--- src/rtl/nasser_hadi_logic_pkg.sv ---
// Shared constants for the pipelined bitwise logic unit: op codes, pin field indices.
package nasser_hadi_logic_pkg;

  localparam int unsigned OP_W = 3;

  localparam logic [OP_W-1:0] OP_NAND = 3'd0;
  localparam logic [OP_W-1:0] OP_AND  = 3'd1;
  localparam logic [OP_W-1:0] OP_OR   = 3'd2;
  localparam logic [OP_W-1:0] OP_NOR  = 3'd3;
  localparam logic [OP_W-1:0] OP_XOR  = 3'd4;
  localparam logic [OP_W-1:0] OP_XNOR = 3'd5;
  localparam logic [OP_W-1:0] OP_NOT  = 3'd6;
  localparam logic [OP_W-1:0] OP_PASS = 3'd7;

  // uio_in control fields
  localparam int unsigned UIO_OP_LSB = 0;
  localparam int unsigned UIO_STROBE = 3;
  localparam int unsigned UIO_ACC    = 4;

  // uio_out status fields
  localparam int unsigned UIO_VALID  = 5;
  localparam int unsigned UIO_PARITY = 6;
  localparam int unsigned UIO_ZERO   = 7;

  localparam int unsigned OPB_LSB = 4;
  localparam int unsigned CNT_LSB = 4;

  localparam logic [7:0] UIO_OE = 8'b1110_0000;

endpackage

--- src/rtl/nasser_hadi_gate_op.sv ---
// Combinational WIDTH-bit gate selected by a 3-bit op code.
module nasser_hadi_gate_op
  import nasser_hadi_logic_pkg::*;
#(
  parameter int unsigned WIDTH = 4
) (
  input  logic [WIDTH-1:0] x,
  input  logic [WIDTH-1:0] b,
  input  logic [OP_W-1:0]  op,
  output logic [WIDTH-1:0] y
);

  always_comb begin
    y = b;
    case (op)
      OP_NAND: y = ~(x & b);
      OP_AND:  y = x & b;
      OP_OR:   y = x | b;
      OP_NOR:  y = ~(x | b);
      OP_XOR:  y = x ^ b;
      OP_XNOR: y = ~(x ^ b);
      OP_NOT:  y = ~x;
      default: y = b;
    endcase
  end

endmodule

--- src/rtl/tt_um_nasser_hadi_logic_unit.sv ---
// Two-stage pipelined bitwise logic unit with accumulate mode, flags and a
// wrapping transaction counter, packed onto the Tiny Tapeout tile pins.
module tt_um_nasser_hadi_logic_unit
  import nasser_hadi_logic_pkg::*;
#(
  parameter int unsigned WIDTH = 4,
  parameter int unsigned CNT_W = 4
) (
  input  logic       clk,
  input  logic       rst_n,
  input  logic       ena,
  input  logic [7:0] ui_in,
  input  logic [7:0] uio_in,
  output logic [7:0] uio_out,
  output logic [7:0] uio_oe,
  output logic [7:0] uo_out
);

  logic             s1_valid_q, s1_valid_d;
  logic [WIDTH-1:0] a_q, a_d;
  logic [WIDTH-1:0] b_q, b_d;
  logic [OP_W-1:0]  op_q, op_d;
  logic             acc_q, acc_d;
  logic [WIDTH-1:0] result_q, result_d;
  logic             zero_q, zero_d;
  logic             parity_q, parity_d;
  logic             valid_out_q, valid_out_d;
  logic [CNT_W-1:0] count_q, count_d;

  logic             strobe_c;
  logic [WIDTH-1:0] x_c;
  logic [WIDTH-1:0] y_c;
  logic [7:0]       uo_c;
  logic [7:0]       uio_c;
  logic             unused_ok;

  assign strobe_c = uio_in[UIO_STROBE];

  // Accumulate mode feeds the live result register back as the left operand.
  assign x_c = acc_q ? result_q : a_q;

  nasser_hadi_gate_op #(.WIDTH(WIDTH)) u_gate (
    .x  (x_c),
    .b  (b_q),
    .op (op_q),
    .y  (y_c)
  );

  always_comb begin
    s1_valid_d  = s1_valid_q;
    a_d         = a_q;
    b_d         = b_q;
    op_d        = op_q;
    acc_d       = acc_q;
    result_d    = result_q;
    zero_d      = zero_q;
    parity_d    = parity_q;
    valid_out_d = valid_out_q;
    count_d     = count_q;
    if (ena) begin
      s1_valid_d  = strobe_c;
      valid_out_d = s1_valid_q;
      if (strobe_c) begin
        a_d   = ui_in[WIDTH-1:0];
        b_d   = ui_in[OPB_LSB +: WIDTH];
        op_d  = uio_in[UIO_OP_LSB +: OP_W];
        acc_d = uio_in[UIO_ACC];
      end
      if (s1_valid_q) begin
        result_d = y_c;
        zero_d   = (y_c == '0);
        parity_d = ^y_c;
        count_d  = count_q + CNT_W'(1);
      end
    end
  end

  always_ff @(posedge clk) begin
    if (!rst_n) begin
      s1_valid_q  <= 1'b0;
      a_q         <= '0;
      b_q         <= '0;
      op_q        <= '0;
      acc_q       <= 1'b0;
      result_q    <= '0;
      zero_q      <= 1'b0;
      parity_q    <= 1'b0;
      valid_out_q <= 1'b0;
      count_q     <= '0;
    end else begin
      s1_valid_q  <= s1_valid_d;
      a_q         <= a_d;
      b_q         <= b_d;
      op_q        <= op_d;
      acc_q       <= acc_d;
      result_q    <= result_d;
      zero_q      <= zero_d;
      parity_q    <= parity_d;
      valid_out_q <= valid_out_d;
      count_q     <= count_d;
    end
  end

  // Pin packing; unused positions stay zero.
  always_comb begin
    uo_c                   = '0;
    uo_c[WIDTH-1:0]        = result_q;
    uo_c[CNT_LSB +: CNT_W] = count_q;
    uio_c                  = '0;
    uio_c[UIO_VALID]       = valid_out_q;
    uio_c[UIO_PARITY]      = parity_q;
    uio_c[UIO_ZERO]        = zero_q;
  end

  assign uo_out  = uo_c;
  assign uio_out = uio_c;
  assign uio_oe  = UIO_OE;

  assign unused_ok = ^{ui_in, uio_in[7:5]};

endmodule

--- config.mk ---
export PLATFORM = sky130hd
export DESIGN_NAME = tt_um_nasser_hadi_logic_unit
export DESIGN_NICKNAME = d
export VERILOG_FILES = /design/src/rtl/nasser_hadi_logic_pkg.sv /design/src/rtl/nasser_hadi_gate_op.sv /design/src/rtl/tt_um_nasser_hadi_logic_unit.sv
export SDC_FILE = /design/constraint.sdc
export NUM_CORES = 1
export LEC_CHECK = 0
export ABC_CLOCK_PERIOD_IN_PS = 3050
export CAP_MARGIN = 25
export CORE_ASPECT_RATIO = 1.1
export CORE_MARGIN = 3
export CORE_UTILIZATION = 48
export CTS_CLUSTER_SIZE = 40
export DETAILED_ROUTE_END_ITERATION = 8
export HOLD_SLACK_MARGIN = 0.03
export PLACE_DENSITY = 0.88
export SYNTH_ARGS = -nofsm -noshare
export SYNTH_HDL_FRONTEND = slang
export SYNTH_SLANG_ARGS = --single-unit
export TNS_END_PERCENT = 5
--- constraint.sdc ---
create_clock -name clk -period 3.05 [get_ports clk]
set_input_delay 0.61 -clock clk [delete_from_list [all_inputs] [get_ports clk]]
set_output_delay 0.61 -clock clk [all_outputs]
set_load 0.02 [all_outputs]
; ---- Word-level counts from Yosys, hierarchy flattened
; Index checks and enable logic that the tools add are counted.
; W data, S select, Z words.
[totals]
register_bits = 24
output_inout_bits = 24
[classes]
n_eq_ne = 6
n_addsub = 1
n_reduce_logical = 5
bitwise = 7
muxes = 2
[op_table]
columns = op, count
row1 = $pmux W4 S7, 1
row2 = $not A4 Y4, 4
row3 = $eq A3 B3 Y1 const B, 3
row4 = $eq A3 B2 Y1 const B, 2
row5 = $add A4 B1 Y4 const B, 1
row6 = $and A4 B4 Y4, 1
row7 = $logic_not A4 Y1, 1
row8 = $mux W4, 1
row9 = $or A4 B4 Y4, 1
row10 = $reduce_and A2 Y1, 2
row11 = $reduce_xor A4 Y1, 1
row12 = $xor A4 B4 Y4, 1
row13 = $eq A3 B1 Y1 const B, 1
row14 = $logic_not A3 Y1, 1

; ---- Logic depth before layout (Yosys ltp)
[depth]
word_depth = 5
ltp_mapped = 12
depth_no_buf = 11

; ---- By module
; Synthesis repeated with hierarchy kept, for this count alone.
[unflattened]
hier_cells = 194
area_unflattened_um2 = 1569.0
[modules_own_cells]
columns = mod, area_each_um2, seq_area_each_um2, cells_per_inst, instances
row1 = tt_um_nasser_hadi_logic_unit, 1138.6, 480.5, 132, 1
row2 = nasser_hadi_gate_op, 430.4, 0.0, 62, 1

; ---- Least setup slack after synthesis
; Ideal clock, no wire load.
[synth_timing]
path_kind = flip-flop to flip-flop
from = register acc_q
to = register parity_q
t_required_ps = 2934
arrival_ps = 2131
path_stages_with_launch = 13
setup_slack_ps = 803
path_cell_list = dfxtp_1 > buf_6 > mux2_4 > inv_1 > ha_1 > nor2b_1 > a21oi_2 > a211oi_1 > a221o_1 > ha_1 > xnor2_1 > nand2_1 > o211a_1
[synth_between]
elab_chain_cells = 5
word_cells_on_any_way = 10
cone_classes = mux: 2 / bitwise: 7 / reduce/logical: 1
[synth_lines]
columns = element, line
row1 = "start, declared", tt_um_nasser_hadi_logic_unit.sv:23  ; logic acc_q, acc_d;
row2 = "start signal, assigned", tt_um_nasser_hadi_logic_unit.sv:84  ; acc_q <= 1'b0;
row3 = "start signal, assigned", tt_um_nasser_hadi_logic_unit.sv:95  ; acc_q <= acc_d;
row4 = $mux W4 (*), tt_um_nasser_hadi_logic_unit.sv:40  ; assign x_c = acc_q ? result_q : a_q;
row5 = "$xor A4 B4 Y4, or another cell as far along", "nasser_hadi_gate_op.sv:20, nasser_hadi_gate_op.sv:21"
row6 = "$not A4 Y4, on equally long branches", "nasser_hadi_gate_op.sv:21, nasser_hadi_gate_op.sv:16, nasser_hadi_gate_op.sv:19"
row7 = $pmux W4 S7 (*), nasser_hadi_gate_op.sv:15  ; case (op)
row8 = $reduce_xor A4 Y1 (*), tt_um_nasser_hadi_logic_unit.sv:72  ; parity_d = ^y_c;
row9 = "end signal, assigned", tt_um_nasser_hadi_logic_unit.sv:98  ; parity_q <= parity_d;
row10 = "end, declared", tt_um_nasser_hadi_logic_unit.sv:26  ; logic parity_q, parity_d;
; Mark *: on every way between the ends. The rest lies on a longest branch, timed or not.
; A chain may end at the register's enable or synchronous reset.

; ---- Final worst setup path
; Same ends and word-level chain as after synthesis.

==> results.md <==
- Clk sink count: 24
- CTS tree: built
- Die Y: 65.8 um
- Seq/Total Area, Yosys: 30.8%
- Layout net count: about 240
- Hold Fails Final Rpt: 0
- #FFs+latches synth: 24
- Hold path endpoint: zero_q
- Most common cell after layout, fill and taps aside: nand2_1
- RR Endpoint: parity_q
- Worst EP arrival: 2.78 ns
- # H-tree levels: 1
- CTS clk-pin slew, worst paths: 0.14 ns
- Hold crit path type: flop to flop
- Post-layout utilization of the core: 58.2%
- Layout fillers: between 200 and 300
- Fraction of layout cells with a size suffix above 1: 5.34%
- All-Layer GR Usage: between 10% and 20%
- Worst Tran Pin Value: 0.561 ns
- Hold path depth: 2
- Top-area cell type share of the netlist area: 30.8%
- Grt ovf: 0
- TritonCTS buffer count: 3
- Post_cts resized: 0
- Total power: about 710 uW
- Crit Path Class: flop to flop
- Post-synthesis cell type count: 35
- Synthesis Warnings: 0
- Drt pass-1 iters: 4
- Pleak: roughly 0.00076 uW
- Routed len/inst: approximately 12 um
- CP max FO: 5
- Drt via density: 5.32
- Critical path startpoint category: flop
- # DRC: 0
- Min-delay src: zero_q
- Peak supply drop: ~0.23 mV
- Period utilization: roughly 83%
- Final std cell area, no fill: 0.00179 mm^2
- # IOs: 43
- Power per Cell Area: 398 mW/mm^2
- Core area: 0.00307 mm^2
- Post-route ant nets: 0
- Syn avg cell area: slightly above 8 um^2
- Headroom to the max-slew limit: 62.5%
- Synth Instances: 189
- Clock Root Buffer: clkbuf_4
- Most frequent cells in the layout: nand2_1, clkdlybuf4s50_1, dfxtp_1, a21boi_0, conb_1
- Routed vias: 1276
- CTS Buffer Depth: 2
- RSZ-0062 raised after global routing: false
- Die area: 0.00397 mm^2
- Internal reg-to-reg setup slack: 0.51 ns
- Max-cap violations: 0
- Reg2reg start: acc_q
- DRT Wirelength: 2910 um
- Slew Limit Fails: 0
- Vias in the first global route: about 1100
- Latest clock arrival within the worst-skew pair: between 0.3 and 0.4 ns
- Final setup fails: 0
- Die X: roughly 60 um
- Hold buffer count at CTS: 0
- Peak Freq: 394 MHz
- Ant. Diodes: 0
- Initial antenna violation count: 0
- Largest cells by area after synthesis: dfxtp_1, ha_1, nand2_1
- Initial core utilization: 50.7%
- Global-route wire length before repair: 4760 um
- DP HPWL: ~2200 um
- Mapped cell area: 0.00156 mm^2
- Port Buffers: 26
- R2R depth: 11
- RD Place Congestion: 0.804
- Post-layout min period: 2.54 ns
- Largest net degree at the start of global routing: 20
- Outcome: finished, final reports clean
- Total negative slack: 0 ns
- Clock Skew: around 0.0043 ns
- Worst EP required: around 3.3 ns
- Cell taking the most area after synthesis: dfxtp_1
- Placement Cell Area: 0.00174 mm^2
- Post-CTS Setup Repair Bufs: 0
- Crit. End Element: flop
- Rows: 21
- Area delta synth->final: 14.8%
- DR iter-0 viols: 36
through the flow:
step / hold slack (ns) / instances / setup WS, ns
after global routing: 0.516 / 240 / 0.384
after floorplan: 0.441 / 200 / 0.803
after global placement: 0.453 / 236 / 0.616
after CTS: 0.480 / 240 / 0.538
final: 0.478 / 240 / 0.513
after detailed placement: 0.464 / 236 / 0.566
where the power goes:
part,total (uW),internal (uW),switching (uW)
logic,133,63.2,69.6
clock network,239,133,106
registers,341,326,14.9
total,713,522,191
cell type report:
type	count	area (um^2)	area share, %
clock buffers	3	22.5	1.26
clock inverters	1	30.0	1.68
inverters	10	37.5	2.10
multi-input cells	141	908	50.8
flip-flops and latches	24	480	26.9
well taps	34	42.5	2.38
repair buffers	27	268	15.0
sequential cells by signal, summed over array words and instances, names as in the netlist:
register,count
count_q,4
a_q,4
parity_q,1
b_q,4
result_q,4
acc_q,1
s1_valid_q,1
zero_q,1
valid_out_q,1
op_q,3
synthesized netlist by cell type (all sizes together):
cell type,instances
nor2b,5
ha,11
nand2,33
nand2b,3
xnor2,4
o211a,1
inv,10
a221o,4
a21boi,16
a31oi,2
a211oi,2
buf,22
nand4,1
a21oi,5
a211o,1
mux2i,5
and2,6
mux2,2
nor2,7
and3,3
o211ai,1
a41o,1
dfxtp,24
o21ai,5
or3b,1
clkbuf,3
nand3,7
o21bai,2
conb,2
per-layer routing:
metal / track usage, % / up-vias / routed length, um
met5: 0 / - / 0
met4: 6.65 / 0 / 50
met3: 2.54 / 5 / 156
met2: 27.3 / 35 / 1480
met1: 19.1 / 596 / 1220
li1: - / 640 / -
worst max-delay path, stage by stage, from the launching register on:
cell and delay, ns:
dfxtp_1 0.49, mux2_4 0.34, inv_1 0.06, ha_1 0.22, nor2b_1 0.17, a21oi_2 0.07
a211oi_1 0.34, a221o_1 0.17, ha_1 0.23, xnor2_1 0.15, nand2_1 0.07, o211a_1 0.13
cells by family after synthesis:
logic type,after synthesis,synth area share [%]
and+or+nand+nor,66,19.7
AOI/OAI and AO/OA,40,19.3
buffers and inverters,35,13.6
DFF,24,30.8
adders and majority gates,11,8.83
muxes,7,5.14
xor gates and xnor gates,4,2.25
other,2,0.482
worst max-delay path by stage:
stage          depth (start not counted)       end  slack, ns  start
2_1_floorplan                         12  parity_q       0.80  acc_q
4_1_cts                               11  parity_q       0.54  acc_q
3_5_place_dp                          11  parity_q       0.57  acc_q
3_3_place_gp                          11  parity_q       0.62  acc_q
6_report                              11  parity_q       0.51  acc_q
5_1_grt                               11  parity_q       0.38  acc_q
(Power assumes the default switching activity.)
==> patch 1, RTL diff (same settings) <==
Add an input register stage for `ena`, `ui_in` and `uio_in`; this delays them by one clock.
--- a/src/rtl/tt_um_nasser_hadi_logic_unit.sv
+++ b/src/rtl/tt_um_nasser_hadi_logic_unit.sv
@@ -17,2 +17,12 @@
 );
+
+  logic ena_q;
+  logic [7:0] ui_q;
+  logic [7:0] uio_q;
+
+  always_ff @(posedge clk) begin
+    ena_q <= ena;
+    ui_q  <= ui_in;
+    uio_q <= uio_in;
+  end
 
@@ -36,3 +46,3 @@
 
-  assign strobe_c = uio_in[UIO_STROBE];
+  assign strobe_c = uio_q[UIO_STROBE];
 
@@ -59,3 +69,3 @@
     count_d     = count_q;
-    if (ena) begin
+    if (ena_q) begin
       s1_valid_d  = strobe_c;
@@ -63,6 +73,6 @@
       if (strobe_c) begin
-        a_d   = ui_in[WIDTH-1:0];
-        b_d   = ui_in[OPB_LSB +: WIDTH];
-        op_d  = uio_in[UIO_OP_LSB +: OP_W];
-        acc_d = uio_in[UIO_ACC];
+        a_d   = ui_q[WIDTH-1:0];
+        b_d   = ui_q[OPB_LSB +: WIDTH];
+        op_d  = uio_q[UIO_OP_LSB +: OP_W];
+        acc_d = uio_q[UIO_ACC];
       end
@@ -118,3 +128,3 @@
 
-  assign unused_ok = ^{ui_in, uio_in[7:5]};
+  assign unused_ok = ^{ui_q, uio_q[7:5]};
 
Formal check against the unedited RTL: not equivalent (Yosys sat finds a counterexample within 4 cycles, from zero or initial values and one cycle with rst_n low).
==> patch 1 against the original RTL <==
Clock power is 85% higher. Via count is 5.4% higher. Critical path type unchanged. Non-clock buffer count stayed put. Maximum frequency is 2.9% higher. Sequential cell count is 14 higher. Largest power group unchanged. Area after synthesis is 18% higher. Routed wire length is 0.79% lower. Hold slack worse by 28 ps. Utilization is 3.0 points higher. Design area is 20% higher. Worst setup slack better by 71 ps. Total power is 56% higher.
==> patch 1: results (changes against the original RTL) <==
status=finished clean; largest net degree at the start of global routing=21 (+5.0%); HP Start=ui_q[5]$_DFF_P_; flop-to-flop setup slack=580 ps (+70 ps); post-synthesis sequential area ratio=0.414 (+0.106); Max VDD drop=0.000311 V (+37%); Placed Cells=261 (+11%); commonest cells in the netlist=38 x dfxtp_1, 34 x nand2_1, 18 x buf_4; htree depth=2 (+1); dpl cell area=2030 um^2 (+17%); share of post-route cells with drive strength above 1=0.0814 (+0.0280); Pleak=0.876 nW (+15%); CTS root buf=clkbuf_4; routability congestion estimate=0.806 (+0.22%); met3 GRT Util=0.0540 (+0.0286); Worst EP arrival=2720 ps (-60 ps); Fin Clk Skew=7.73 ps (+3.42 ps); Yosys cell types=33 (-5.7%); M2 GR Usage=0.255 (-0.0184); Initial DRC Count=50 (+39%); drt via density=5.00 (-6.0%); worst hold slack=450 ps (-28.1 ps); Synth area leaders=dfxtp_1 41%, ha_1 7.5%, buf_4 7.4%; Slew @ Worst Pin=653 ps (+91.5 ps); total track usage=0.143 (-0.0154); fill count=318 (+13%); Clock Pin Slew Worst Setup and Hold Paths=110 ps (-30 ps); detailed placer's ending HPWL=2250 um (about the same); syn_area_per_cell=9.13 um^2 (+11%); met1 usage=0.151 (-0.0398); Post-Place Setup Slack=568 ps (+2.17 ps); Sw Share=0.225 (-0.0426); CTS Buf Count=5 (+2); Wirelength per Cell=10.7 um (-11%); area of the multi-input gates=893 um^2 (-1.7%); Layout Nets=250 (+5.5%); drt total wl=2890 um (-0.79%)
[patch 1: power groups by stage]
stage                     Sequential, mW  Clock [mW]  Combinational [mW]
final                              0.539       0.441               0.131
after floorplan                    0.544           0               0.111
after global placement             0.549           0               0.126
after detailed placement           0.550           0               0.132
after global routing               0.543       0.475               0.147
after CTS                          0.539       0.449               0.132
[patch 1: kinds of logic (layout without fill, tap and decap cells)]
| logic type | Yosys count | in the layout | synth area share |
|---|---|---|---|
| AO/OA/AOI/OAI | 40 | 40 | 0.165 |
| XOR/XNOR | 4 | 4 | 0.0191 |
| adder cells (fa/ha/maj) | 11 | 11 | 0.0750 |
| buffers and inverters | 38 | 47 | 0.121 |
| flip-flops | 38 | 38 | 0.414 |
| multiplexers | 8 | 8 | 0.0518 |
| other | 2 | 13 | 0.00409 |
| AND/OR/NAND/NOR | 60 | 60 | 0.149 |
[patch 1: critical path, cell delays in order (launching register included)]
cell     delay (ps)
dfxtp_1         520
mux2i_2         300
inv_1            70
ha_1            170
inv_1            50
mux2i_1          80
o221a_2         310
or2_1           210
ha_1            300
xnor2_1         170
nand2_1          70
o211a_1         130
[patch 1: routing by layer]
metal	vias up	wire, um
li1	684	-
met4	0	51
met5	-	0
met1	617	1210
met2	39	1410
met3	5	207
[patch 1: area by class of cell]
cell class	instances	area share
Inverter	12	0.0211
Timing Repair Buffer	27	0.125
Tap cell	48	0.0281
Sequential cell	38	0.356
Clock buffer	6	0.0240
Clock inverter	2	0.0281
Multi-Input combinational cell	136	0.418
[patch 1: worst max path at each step]
stage                        from               endpoint  slack [ps]
2_1_floorplan  acc_q$_SDFFE_PN0P_  parity_q$_SDFFE_PN0P_         860
5_1_grt        acc_q$_SDFFE_PN0P_  parity_q$_SDFFE_PN0P_         360
6_report       acc_q$_SDFFE_PN0P_  parity_q$_SDFFE_PN0P_         580
3_3_place_gp   acc_q$_SDFFE_PN0P_  parity_q$_SDFFE_PN0P_         640
3_5_place_dp   acc_q$_SDFFE_PN0P_  parity_q$_SDFFE_PN0P_         570
4_1_cts        acc_q$_SDFFE_PN0P_  parity_q$_SDFFE_PN0P_         550
==> patch 2, RTL diff (config.mk and constraints unchanged) <==
Made on the original files. `a_q`, `b_q` and `result_q` no longer have a reset.
--- a/src/rtl/tt_um_nasser_hadi_logic_unit.sv
+++ b/src/rtl/tt_um_nasser_hadi_logic_unit.sv
@@ -80,7 +80,4 @@
       s1_valid_q  <= 1'b0;
-      a_q         <= '0;
-      b_q         <= '0;
       op_q        <= '0;
       acc_q       <= 1'b0;
-      result_q    <= '0;
       zero_q      <= 1'b0;
@@ -91,7 +88,4 @@
       s1_valid_q  <= s1_valid_d;
-      a_q         <= a_d;
-      b_q         <= b_d;
       op_q        <= op_d;
       acc_q       <= acc_d;
-      result_q    <= result_d;
       zero_q      <= zero_d;
@@ -101,2 +95,8 @@
     end
+  end
+
+  always_ff @(posedge clk) begin
+    a_q      <= a_d;
+    b_q      <= b_d;
+    result_q <= result_d;
   end
Check against the original RTL: differs if rst_n is asserted again (counterexample within 4 cycles, from zero or initial values and one cycle with rst_n low); with rst_n held inactive, the same outputs for 10 cycles.
==> patch 2 against the original RTL <==
Total power decreased by 3.6%. Area after synthesis decreased by 2.1%. Design area decreased by 3.4%. Worst setup slack got worse by 81 ps. Die area decreased by 1.9%. Utilization increased by 1.4 points. Sequential cell count unchanged. Via count decreased by 14%. Routed wire length increased by 5.7%. Critical path type unchanged.
==> patch 2: results (changes against the original RTL) <==
Post-Place Setup Slack=488 ps (-77.2 ps); FFs w/ async S/R, synth=0 (unchanged); htree depth=1 (unchanged); first-pass GRT wire length=4950 um (+3.9%); post-synthesis sequential area ratio=0.393 (+0.0853); commonest cells in the netlist=17 x buf_4, 16 x nand2_1, 12 x dfxtp_1, 12 x edfxtp_1; met3 GRT Util=0.0413 (+0.0159); Pleak=0.689 nW (-9.3%); initial antenna violation count=0 (unchanged); drt via density=5.50 (+3.4%); Initial DRC Count=13 (-64%); Pre-antenna DRT Iters=4 (unchanged); met1 usage=0.167 (-0.0238); Max stage delay on crit path=520 ps (+30 ps); CTS root buf=clkbuf_4; critical path peak fanout=5 (unchanged); ANT cells=0 (unchanged); vias in the first global route=1,156 (+4.4%); EDFF count, synth=12 (+12); Port Buffers=26 (unchanged); Clock Latency Late Sink=300 ps (-30 ps); Yosys cell types=38 (+8.6%); M2 GR Usage=0.303 (+0.0297); Clock Pin Slew Worst Setup and Hold Paths=130 ps; Layout Nets=198 (-16%); HP Class=flop to flop; largest net degree at the start of global routing=20 (unchanged); Slew @ Worst Pin=690 ps (+129 ps); CTS resizes=0 (unchanged); Fin Clk Skew=2.68 ps (-1.62 ps); detailed placer's ending HPWL=2380 um (+6.1%); total track usage=0.164 (+0.00541); clock buffer depth=2 (unchanged); synth warn=0 (unchanged); Sw Share=0.270 (+0.00234); dpl cell area=1690 um^2 (-2.5%); share of post-route cells with drive strength above 1=0.0539 (+0.000494); routability congestion estimate=0.813 (+1.1%); Synth area leaders=edfxtp_1 24%, dfxtp_1 16%, ha_1 9.0%; Wirelength per Cell=15.4 um (+27%); die width=59.8 um (-0.94%); Worst EP arrival=2830 ps (+50 ps); Max VDD drop=0.000364 V (+60%); postcts setup bufs=0 (unchanged); status=finished clean; CP max stage cell=dfxtp_1; CTS Buf Count=3 (unchanged)
==> patch 2: power groups by stage <==
stage                     combinational, mW  sequential (mW)  clock [mW]
final                                 0.151            0.373       0.164
after global routing                  0.163            0.376       0.181
after CTS                             0.150            0.373       0.169
after detailed placement              0.149            0.380           0
after global placement                0.137            0.379           0
after floorplan                       0.126            0.373           0
==> patch 2: final cells by class <==
type,count,area [um^2]
fill,245,1170
multi-input combinational,102,749
sequential,24,601
timing repair buffer,26,260
inverter,11,41.3
tap,33,41.3
clock buffer,4,36.3
==> patch 2: worst paths after layout <==
kind | start | endpoint | slack (ps) | depth (start not counted)
setup reg to reg | acc_q$_SDFFE_PN0P_ | parity_q$_SDFFE_PN0P_ | 430 | 10
hold reg to reg | zero_q$_SDFFE_PN0P_ | zero_q$_SDFFE_PN0P_ | 480 | 2
setup / recovery | acc_q$_SDFFE_PN0P_ | parity_q$_SDFFE_PN0P_ | 430 | 10
hold / removal | zero_q$_SDFFE_PN0P_ | zero_q$_SDFFE_PN0P_ | 480 | 2
==> patch 2: metrics by stage <==
stage                     hold WS (ps)  power (mW)  cells
after global routing               512       0.720    200
after floorplan                    441       0.498    159
final                              479       0.687    200
after CTS                          485       0.692    200
after detailed placement           469       0.529    196
after global placement             454       0.515    196
==> patch 2: worst max-delay path, delay by kind of cell (launching register included) <==
family	cells	cell delay [ps]
compound gates	4	640
flops	1	520
simple gates	2	230
fa+ha+maj	2	620
mux	1	350
xor+xnor	1	170
==> patch 2: logic make-up after synthesis <==
logic type               synth area share
XOR/XNOR                           0.0344
multiplexers                       0.0656
flip-flops                          0.393
AND/OR/NAND/NOR                     0.116
AO/OA/AOI/OAI                       0.153
buffers and inverters               0.143
other                             0.00492
adder cells (fa/ha/maj)            0.0902
==> patch 2: per-layer routing <==
layer | routed length [um] | vias to the layer above
met4 | 38 | 0
met3 | 198 | 4
met2 | 1730 | 49
met1 | 1100 | 520
met5 | 0 | -
li1 | - | 526
